--- src/rtl/bus_arbiter_pkg.sv ---
// rtl/bus_arbiter_pkg.sv - shared types and widths for the two-master bus arbiter
package bus_arbiter_pkg;

    typedef enum logic [1:0] {
        BUS_IDLE = 2'd0,
        BUS_BUSY = 2'd1,
        BUS_RESP = 2'd2
    } bus_state_e;

    typedef enum logic {
        OWNER_DATA = 1'b0,
        OWNER_INST = 1'b1
    } owner_e;

    localparam int SEL_WIDTH    = 4;
    localparam int STARVE_WIDTH = 4;
    localparam int TIMER_WIDTH  = 8;

endpackage

--- src/rtl/bus_arb_pick.sv ---
// rtl/bus_arb_pick.sv - data-priority winner select with fetch anti-starvation count
module bus_arb_pick
    import bus_arbiter_pkg::*;
#(
    parameter int STARVE_LIMIT = 4
) (
    input  logic   clk_i,
    input  logic   rst_i,
    input  logic   arb_en,
    input  logic   m0_req,
    input  logic   m1_req,
    output logic   grant,
    output owner_e winner
);

    logic [STARVE_WIDTH-1:0] starve_cnt;
    logic                    pick_m0;

    assign pick_m0 = m0_req && (!m1_req || (starve_cnt < STARVE_WIDTH'(STARVE_LIMIT)));
    assign grant   = arb_en && (m0_req || m1_req);
    assign winner  = pick_m0 ? OWNER_DATA : OWNER_INST;

    // Counts consecutive data grants that left a fetch waiting; any other grant clears it.
    always_ff @(posedge clk_i or negedge rst_i) begin
        if (!rst_i) begin
            starve_cnt <= '0;
        end else if (grant) begin
            if (pick_m0 && m1_req) begin
                if (starve_cnt != '1) starve_cnt <= starve_cnt + 1'b1;
            end else begin
                starve_cnt <= '0;
            end
        end
    end

endmodule

--- src/rtl/bus_arbiter.sv ---
// rtl/bus_arbiter.sv - shares one single-port bus slave between data and fetch masters
module bus_arbiter
    import bus_arbiter_pkg::*;
#(
    parameter int ADDR_WIDTH   = 32,
    parameter int DATA_WIDTH   = 32,
    parameter int STARVE_LIMIT = 4,
    parameter int TIMEOUT      = 255
) (
    input  logic                  clk_i,
    input  logic                  rst_i,
    input  logic                  m0_req_i,
    input  logic                  m0_we_i,
    input  logic [ADDR_WIDTH-1:0] m0_addr_i,
    input  logic [DATA_WIDTH-1:0] m0_wdata_i,
    input  logic [SEL_WIDTH-1:0]  m0_sel_i,
    output logic                  m0_ack_o,
    output logic                  m0_err_o,
    output logic [DATA_WIDTH-1:0] m0_rdata_o,
    input  logic                  m1_req_i,
    input  logic                  m1_we_i,
    input  logic [ADDR_WIDTH-1:0] m1_addr_i,
    input  logic [DATA_WIDTH-1:0] m1_wdata_i,
    input  logic [SEL_WIDTH-1:0]  m1_sel_i,
    output logic                  m1_ack_o,
    output logic                  m1_err_o,
    output logic [DATA_WIDTH-1:0] m1_rdata_o,
    output logic                  s_req_o,
    output logic                  s_we_o,
    output logic [ADDR_WIDTH-1:0] s_addr_o,
    output logic [DATA_WIDTH-1:0] s_wdata_o,
    output logic [SEL_WIDTH-1:0]  s_sel_o,
    input  logic                  s_ack_i,
    input  logic [DATA_WIDTH-1:0] s_rdata_i,
    output logic                  stallreq_o
);

    localparam bit                     TIMEOUT_EN   = (TIMEOUT != 0);
    localparam logic [TIMER_WIDTH-1:0] TIMEOUT_LAST = TIMER_WIDTH'(TIMEOUT_EN ? TIMEOUT - 1 : 0);

    bus_state_e              state;
    owner_e                  owner;
    owner_e                  winner;
    logic                    grant;
    logic [TIMER_WIDTH-1:0]  timer;
    logic                    timeout_hit;
    logic                    win_we;
    logic [ADDR_WIDTH-1:0]   win_addr;
    logic [DATA_WIDTH-1:0]   win_wdata;
    logic [SEL_WIDTH-1:0]    win_sel;

    bus_arb_pick #(
        .STARVE_LIMIT(STARVE_LIMIT)
    ) u_pick (
        .clk_i (clk_i),
        .rst_i (rst_i),
        .arb_en(state == BUS_IDLE),
        .m0_req(m0_req_i),
        .m1_req(m1_req_i),
        .grant (grant),
        .winner(winner)
    );

    always_comb begin
        win_we    = m0_we_i;
        win_addr  = m0_addr_i;
        win_wdata = m0_wdata_i;
        win_sel   = m0_sel_i;
        if (winner == OWNER_INST) begin
            win_we    = m1_we_i;
            win_addr  = m1_addr_i;
            win_wdata = m1_wdata_i;
            win_sel   = m1_sel_i;
        end
    end

    assign timeout_hit = TIMEOUT_EN && (timer == TIMEOUT_LAST);
    assign stallreq_o  = rst_i & ((m0_req_i & ~m0_ack_o) | (m1_req_i & ~m1_ack_o));

    always_ff @(posedge clk_i or negedge rst_i) begin
        if (!rst_i) begin
            state      <= BUS_IDLE;
            owner      <= OWNER_DATA;
            timer      <= '0;
            s_req_o    <= 1'b0;
            s_we_o     <= 1'b0;
            s_addr_o   <= '0;
            s_wdata_o  <= '0;
            s_sel_o    <= '0;
            m0_ack_o   <= 1'b0;
            m0_err_o   <= 1'b0;
            m0_rdata_o <= '0;
            m1_ack_o   <= 1'b0;
            m1_err_o   <= 1'b0;
            m1_rdata_o <= '0;
        end else begin
            m0_ack_o <= 1'b0;
            m0_err_o <= 1'b0;
            m1_ack_o <= 1'b0;
            m1_err_o <= 1'b0;
            case (state)
                BUS_IDLE: begin
                    if (grant) begin
                        owner     <= winner;
                        s_req_o   <= 1'b1;
                        s_we_o    <= win_we;
                        s_addr_o  <= win_addr;
                        s_wdata_o <= win_wdata;
                        s_sel_o   <= win_sel;
                        timer     <= '0;
                        state     <= BUS_BUSY;
                    end
                end
                BUS_BUSY: begin
                    // A slave ack in the expiry cycle still counts as a clean completion.
                    if (s_ack_i) begin
                        s_req_o <= 1'b0;
                        state   <= BUS_RESP;
                        if (owner == OWNER_DATA) begin
                            m0_ack_o   <= 1'b1;
                            m0_rdata_o <= s_rdata_i;
                        end else begin
                            m1_ack_o   <= 1'b1;
                            m1_rdata_o <= s_rdata_i;
                        end
                    end else if (timeout_hit) begin
                        s_req_o <= 1'b0;
                        state   <= BUS_RESP;
                        if (owner == OWNER_DATA) begin
                            m0_ack_o   <= 1'b1;
                            m0_err_o   <= 1'b1;
                            m0_rdata_o <= '0;
                        end else begin
                            m1_ack_o   <= 1'b1;
                            m1_err_o   <= 1'b1;
                            m1_rdata_o <= '0;
                        end
                    end else begin
                        timer <= timer + 1'b1;
                    end
                end
                BUS_RESP: state <= BUS_IDLE;
                default:  state <= BUS_IDLE;
            endcase
        end
    end

endmodule

--- config.mk ---
export PLATFORM = sky130hd
export DESIGN_NAME = bus_arbiter
export DESIGN_NICKNAME = d
export VERILOG_FILES = /design/src/rtl/bus_arbiter_pkg.sv /design/src/rtl/bus_arb_pick.sv /design/src/rtl/bus_arbiter.sv
export SDC_FILE = /design/constraint.sdc
export NUM_CORES = 1
export LEC_CHECK = 0
export BUFFER_PORTS_ARGS = -buffer_cell sky130_fd_sc_hd__buf_2
export CORE_AREA = 2 2 121 123
export DETAILED_ROUTE_END_ITERATION = 8
export DIE_AREA = 0 0 123 125
export PLACE_DENSITY = 0.79
export SLEW_MARGIN = 0
export SYNTH_ARGS = -nofsm -noshare
export SYNTH_HDL_FRONTEND = slang
export SYNTH_SLANG_ARGS = --single-unit
--- constraint.sdc ---
create_clock -name clk_i -period 3.08 [get_ports clk_i]
set_input_delay 0.154 -clock clk_i [delete_from_list [all_inputs] [get_ports clk_i]]
set_output_delay 0.154 -clock clk_i [all_outputs]
set_load 0.03 [all_outputs]
==> results of run 1 <==
[worst max-delay path by stage]
stage | startpoint | end | slack [ns] | cells after the start
6_report | timer[0] | m1_rdata_o[29] | 0.85 | 7
3_5_place_dp | timer[0] | m1_rdata_o[29] | 0.89 | 7
3_3_place_gp | timer[0] | m1_rdata_o[27] | 0.93 | 7
4_1_cts | timer[0] | m1_rdata_o[29] | 0.85 | 7
5_1_grt | timer[0] | m1_rdata_o[25] | 0.63 | 7
2_1_floorplan | state[1] | timer[2] | 1.35 | 6
[sequential cells by signal, summed over array words and instances (netlist names), 2 cells and up]
register and cells:
m0_rdata_o 32, m1_rdata_o 32, s_addr_o 32, s_wdata_o 32
timer 8, s_sel_o 4, u_pick.starve_cnt 4, state 2
[worst max-delay path, stage by stage, from the launching register on]
cell      delay [ns]
dfrtp_1         0.42
inv_1           0.08
ha_1            0.16
nand4_1         0.17
o21bai_1        0.27
nand3_1         0.39
buf_4           0.38
a32o_1          0.24
[kinds of logic after synthesis]
logic type | share of synthesized area
fa+ha+maj | 0.00581
mux | 0.107
simple gates | 0.0918
flops | 0.593
compound gates | 0.168
buf+inv | 0.0341
[area by class of cell]
| cell class | count | area (sq um) |
|---|---|---|
| Sequential cell | 153 | 3830 |
| Timing Repair Buffer | 352 | 1990 |
| Multi-Input combinational cell | 365 | 2430 |
| Clock inverter | 14 | 155 |
| Antenna cell | 1 | 2.50 |
| Clock buffer | 18 | 439 |
| Tap cell | 184 | 230 |
| Fill cell | 1154 | 5110 |
| Inverter | 7 | 26.3 |
[stage by stage]
stage               setup WS, ns  cells
floorplan                   1.35    569
global placement           0.931   1032
detailed placement         0.891   1032
CTS                        0.852   1093
global route               0.627   1093
finish                     0.849   1094
[timing repair]
item | in CTS | in global routing
hold buffers | 29 | 0
hold endpoints to repair | 115 | 0
buffers inserted | 0 | 0
[power by group through the flow]
| stage | registers (mW) | logic (mW) | clock network, mW |
|---|---|---|---|
| after floorplan | 5.07 | 1.43 | 0 |
| after global placement | 3.40 | 4.53 | 0 |
| after detailed placement | 3.42 | 4.61 | 0 |
| after CTS | 3.40 | 4.64 | 2.11 |
| after global routing | 3.52 | 4.95 | 2.21 |
| final | 3.41 | 4.62 | 2.07 |
[layer usage]
layer | part of all wire | track usage | up-vias
met3 | 0.079 | 0.0661 | 44
met5 | 0.00091 | 0 | -
met2 | 0.50 | 0.394 | 258
li1 | - | - | 2715
met4 | 0.032 | 0.112 | 2
met1 | 0.39 | 0.273 | 2629
[cell usage in the layout, fill, tap and decap left out, types with 4 or more instances in the layout]
cell / instances
buf_2: 312
dfrtp_1: 153
nand2_1: 104
o21ai_0: 72
mux2i_1: 69
o2bb2ai_1: 46
dlygate4sd3_1: 29
a32o_1: 18
clkbuf_16: 17
nand3_1: 12
inv_1: 6
nor2_1: 6
buf_4: 6
and2_1: 4
inv_6: 4
clkinv_4: 4
buf_12: 4
==> run metrics, run 1 <==
outcome finished clean; die height 125 microns; Total GRT Usage 0.234; Layout Area Growth over Synthesis 40.9%; final hold slack 0.0159 ns; combinational fraction of design power 0.457; Setup Viol. Count Final 0; CP Capture Type flip-flop; worst reg-to-reg setup slack approximately 0.85 ns; placed inst area 0.00821 sq mm; Top Ports approximately 310; CTS tree done; clock sink total 153; vias approximately 5600; Final Cycle Share 0.724; worst hold endpoint s_wdata_o[7]; synth cell count leaders dfrtp_1, nand2_1, o21ai_0; sequential area share after synthesis 0.593; Rel. slew slack 0.550; Data arrival, critical path 2.53 ns; Netlist cell types 39; terminus of the critical flop-to-flop path m1_rdata_o[29]; initial antenna violation count 2; clock power share 0.205; Lkg Pwr roughly 4.7 nW; Fin Clk Skew 0.0115 ns; total core area 0.0142 sq mm; Sw Share 0.457; WL per Instance 16.1 microns; Mapped Cells 569; vias in the first global route 5453; unrepaired setup endpoints after global routing false; Power Total 10.1 mW; placed wire-length estimate 12.2 mm; global-route wire length before repair 27.9 mm; largest net degree at the start of global routing about 140; Worst-Skew Late Latency 0.42 ns; via density per instance around 5.2; ANT nets after route 0; DRC 0; routed wire length 17.6 mm; clock root buffer clkbuf_16; global route overflow 0; RR Startpoint timer[0]; Net Switching 4.62 mW; layout cells sized above 1 0.396; share of the synthesized area in the top cell type 0.593; worst-margin pin slew 0.676 ns; Cell Area, Synth 0.00646 sq mm; syn avg cell area 11.3 sq um; R2R depth 7; die area about 0.015 sq mm; Worst Path Max Fanout 23; port bufs 313; total negative slack 0 ns; Mapped Nets 747; Iter 0 DRT Violations 372; DRT Pass-1 Iters 4; most frequent cell after synthesis dfrtp_1; Final nets 1074; fin. max-slew vios 0; #FFs+latches synth 153; maximum clock rate 448 MHz; hold depth 3; number of H-tree levels 4; Tmin final 2.23 ns; Cell Rows 44; number of buffers created by CTS 17; peak supply drop 0.641 mV; Post-synth ARST share 1.00; dominant cell type by area after synthesis dfrtp_1; routability-driven placement congestion ratio 0.827; min-delay src m1_wdata_i[7]; cts repair resizes 0; top_reg_cell synth dfrtp_1; Startpoint Class flip-flop; Initial Util 0.455; number of synthesized flops with an enable pin 0; clock slew seen by the registers of the worst setup and hold paths roughly 0.07 ns; number of max-cap violations 0; Synth warnings 0; Seq pwr share 0.338; power density of the placed cells 1110 mW/mm^2; chip width 123 microns; Pint 5.48 mW; final core utilization 0.641; Final Hold Fails 0; final non-filler cell area 0.00910 sq mm; Req. time, crit path 3.38 ns; hold crit path type primary input to flip-flop; critical path class flip-flop to flip-flop; largest cells by area after synthesis dfrtp_1, mux2i_1, o2bb2ai_1; Max clock buf depth 2
(Power assumes the default switching activity.)
==> run 2, diff against run 1 <==
--- a/config.mk
+++ b/config.mk
@@ -6,10 +6,10 @@
 export NUM_CORES = 1
 export LEC_CHECK = 0
 export BUFFER_PORTS_ARGS = -buffer_cell sky130_fd_sc_hd__buf_2
-export CORE_AREA = 2 2 121 123
+export CORE_ASPECT_RATIO = 1.4
+export CORE_UTILIZATION = 42
 export DETAILED_ROUTE_END_ITERATION = 8
-export DIE_AREA = 0 0 123 125
-export PLACE_DENSITY = 0.79
+export PLACE_DENSITY = 0.76
 export SLEW_MARGIN = 0
 export SYNTH_ARGS = -nofsm -noshare
 export SYNTH_HDL_FRONTEND = slang
==> constraint.sdc (replaced) <==
create_clock -name clk_i -period 1.9 [get_ports clk_i]
set_input_delay 0.095 -clock clk_i [delete_from_list [all_inputs] [get_ports clk_i]]
set_output_delay 0.095 -clock clk_i [all_outputs]
set_load 0.03 [all_outputs]
==> run metrics, run 2 (synthesis gave the netlist of run 1 again) <==
outcome finished with violations; failing checks hold timing; clock sink total roughly 150; maximum clock rate approximately 580 MHz; number of H-tree levels 4; Net Switching between 7 and 8 mW; Final nets around 1200; cts repair resizes 0; total negative slack 0 ns; commonest non-fill, non-tap cell in the layout buf_2; worst-margin pin slew 0.541 ns; final core utilization 0.690; number of buffers created by CTS 17; Worst Path Max Fanout 33; vias in the first global route 6660; Initial Util 0.431; via density per instance 5.22; critical path class flip-flop to flip-flop; RR Startpoint timer[1]; placed wire-length estimate 12.2 mm; Req. time, crit path 2.20 ns; Max clock buf depth 2; Seq pwr share 0.329; vias 6355; Worst-Skew Late Latency just over 0.4 ns; routed wire length 20.8 mm; WL per Instance between 15 and 20 microns; clock root buffer clkbuf_16; Rel. slew slack 0.639; Tmin final 1.73 ns; Total GRT Usage 0.263; Diodes inserted 0; power density of the placed cells 1640 mW/mm^2; combinational fraction of design power 0.460; final non-filler cell area around 0.010 sq mm; Final Hold Fails 1; unrepaired setup endpoints after global routing false; crit path launch timer[1]; Iter 0 DRT Violations 355; Sw Share 0.450; Power Total 17.0 mW; DRC 0; CP Capture Type flip-flop; most frequent cells in the layout buf_2, dfrtp_1, dlygate4sd3_1, nand2_1, o21ai_0; CTS tree done; Final Cycle Share 0.912; global-route wire length before repair 32.6 mm; largest net degree at the start of global routing 98; clock power share 0.211; Startpoint Class flip-flop; layout cells sized above 1 0.356; placed inst area 0.00830 sq mm; crit-path cells ha_1, nand4_1, o21bai_1, nand3_1, buf_12, a32o_1; routability-driven placement congestion ratio approximately 0.8; final hold slack -0.00564 ns; port bufs ~310; fin. max-slew vios 0; worst setup slack after layout 0.166 ns; ANT nets after route 0; Top Ports around 310; die area 0.0159 sq mm; min-delay src m1_wdata_i[23]; DRT Pass-1 Iters 4; total core area 0.0150 sq mm; Lkg Pwr roughly 5.3 nW; chip width roughly 110 microns; Placement Setup Slack approximately 0.17 ns; initial antenna violation count 0; max incr delay on CP between 0.4 and 0.5 ns; number of max-cap violations 0; Fin Clk Skew between 0.01 and 0.015 ns; Data arrival, critical path about 2 ns; Fillers 1033; die height 149 microns; Pint 9.34 mW; peak supply drop 0.969 mV; Cell Rows 53; Setup Viol. Count Final 0; global route overflow 0; Layout Area Growth over Synthesis 60.2%; Crit-path slowest cell dfrtp_1; hold crit path type primary input to flip-flop; clock slew seen by the registers of the worst setup and hold paths 0.07 ns
## run 2: path summary, 6_finish.rpt
path                       cells past startpoint              to  slack, ns
setup reg to reg                               6  m1_rdata_o[22]       0.17
hold reg to reg                                2   s_wdata_o[10]       0.47
setup / recovery                               6  m1_rdata_o[22]       0.17
max in group asynchronous                      3   m0_rdata_o[9]       1.05
hold / removal                                 3   s_wdata_o[23]     -0.006
min in group asynchronous                      2   m1_rdata_o[0]       0.17
## run 2: cell type report
| class | instances | area (sq um) | share of cell area |
|---|---|---|---|
| Tap cell | 192 | 240 | 0.0232 |
| Sequential cell | 153 | 3830 | 0.370 |
| Clock inverter | 15 | 210 | 0.0203 |
| Clock buffer | 17 | 425 | 0.0411 |
| Inverter | 7 | 26.3 | 0.00254 |
| Multi-Input combinational cell | 365 | 2430 | 0.235 |
| Timing Repair Buffer | 469 | 3180 | 0.308 |
## run 2: power by group through the flow
stage	Sequential [mW]	Combinational [mW]	Clock [mW]
CTS	5.55	7.71	3.65
finish	5.59	7.81	3.58
global placement	5.55	7.32	0
global route	5.74	8.29	3.78
floorplan	8.22	2.32	0
detailed placement	5.58	7.50	0
## run 2: per-stage QoR
step	hold WS, ns	cells
3_3_place_gp	0.0425	1045
6_report	-0.00564	1218
2_1_floorplan	-0.201	569
5_1_grt	0.00395	1218
3_5_place_dp	0.0405	1045
4_1_cts	0.000320	1217
## run 2: what timing repair did
| action | 4_1_cts | 5_1_grt |
|---|---|---|
| buffers inserted | 0 | 0 |
| hold buffers | 140 | 1 |
| endpoints found under the hold margin | 201 | 1 |
| setup endpoints to repair | 0 | 0 |
## run 2: routing by layer
metal,vias up,GRT usage,share of wire
li1,2943,-,-
met1,3036,0.301,0.39
met2,317,0.462,0.51
met3,59,0.0596,0.066
met4,0,0.126,0.035
met5,-,0,0
## run 2: critical path: cells and delay by family, from the launching register on
kind            cells  cell delay (ns)
compound gates      2             0.46
fa+ha+maj           1             0.19
buf+inv             1             0.20
flops               1             0.41
simple gates        2             0.35
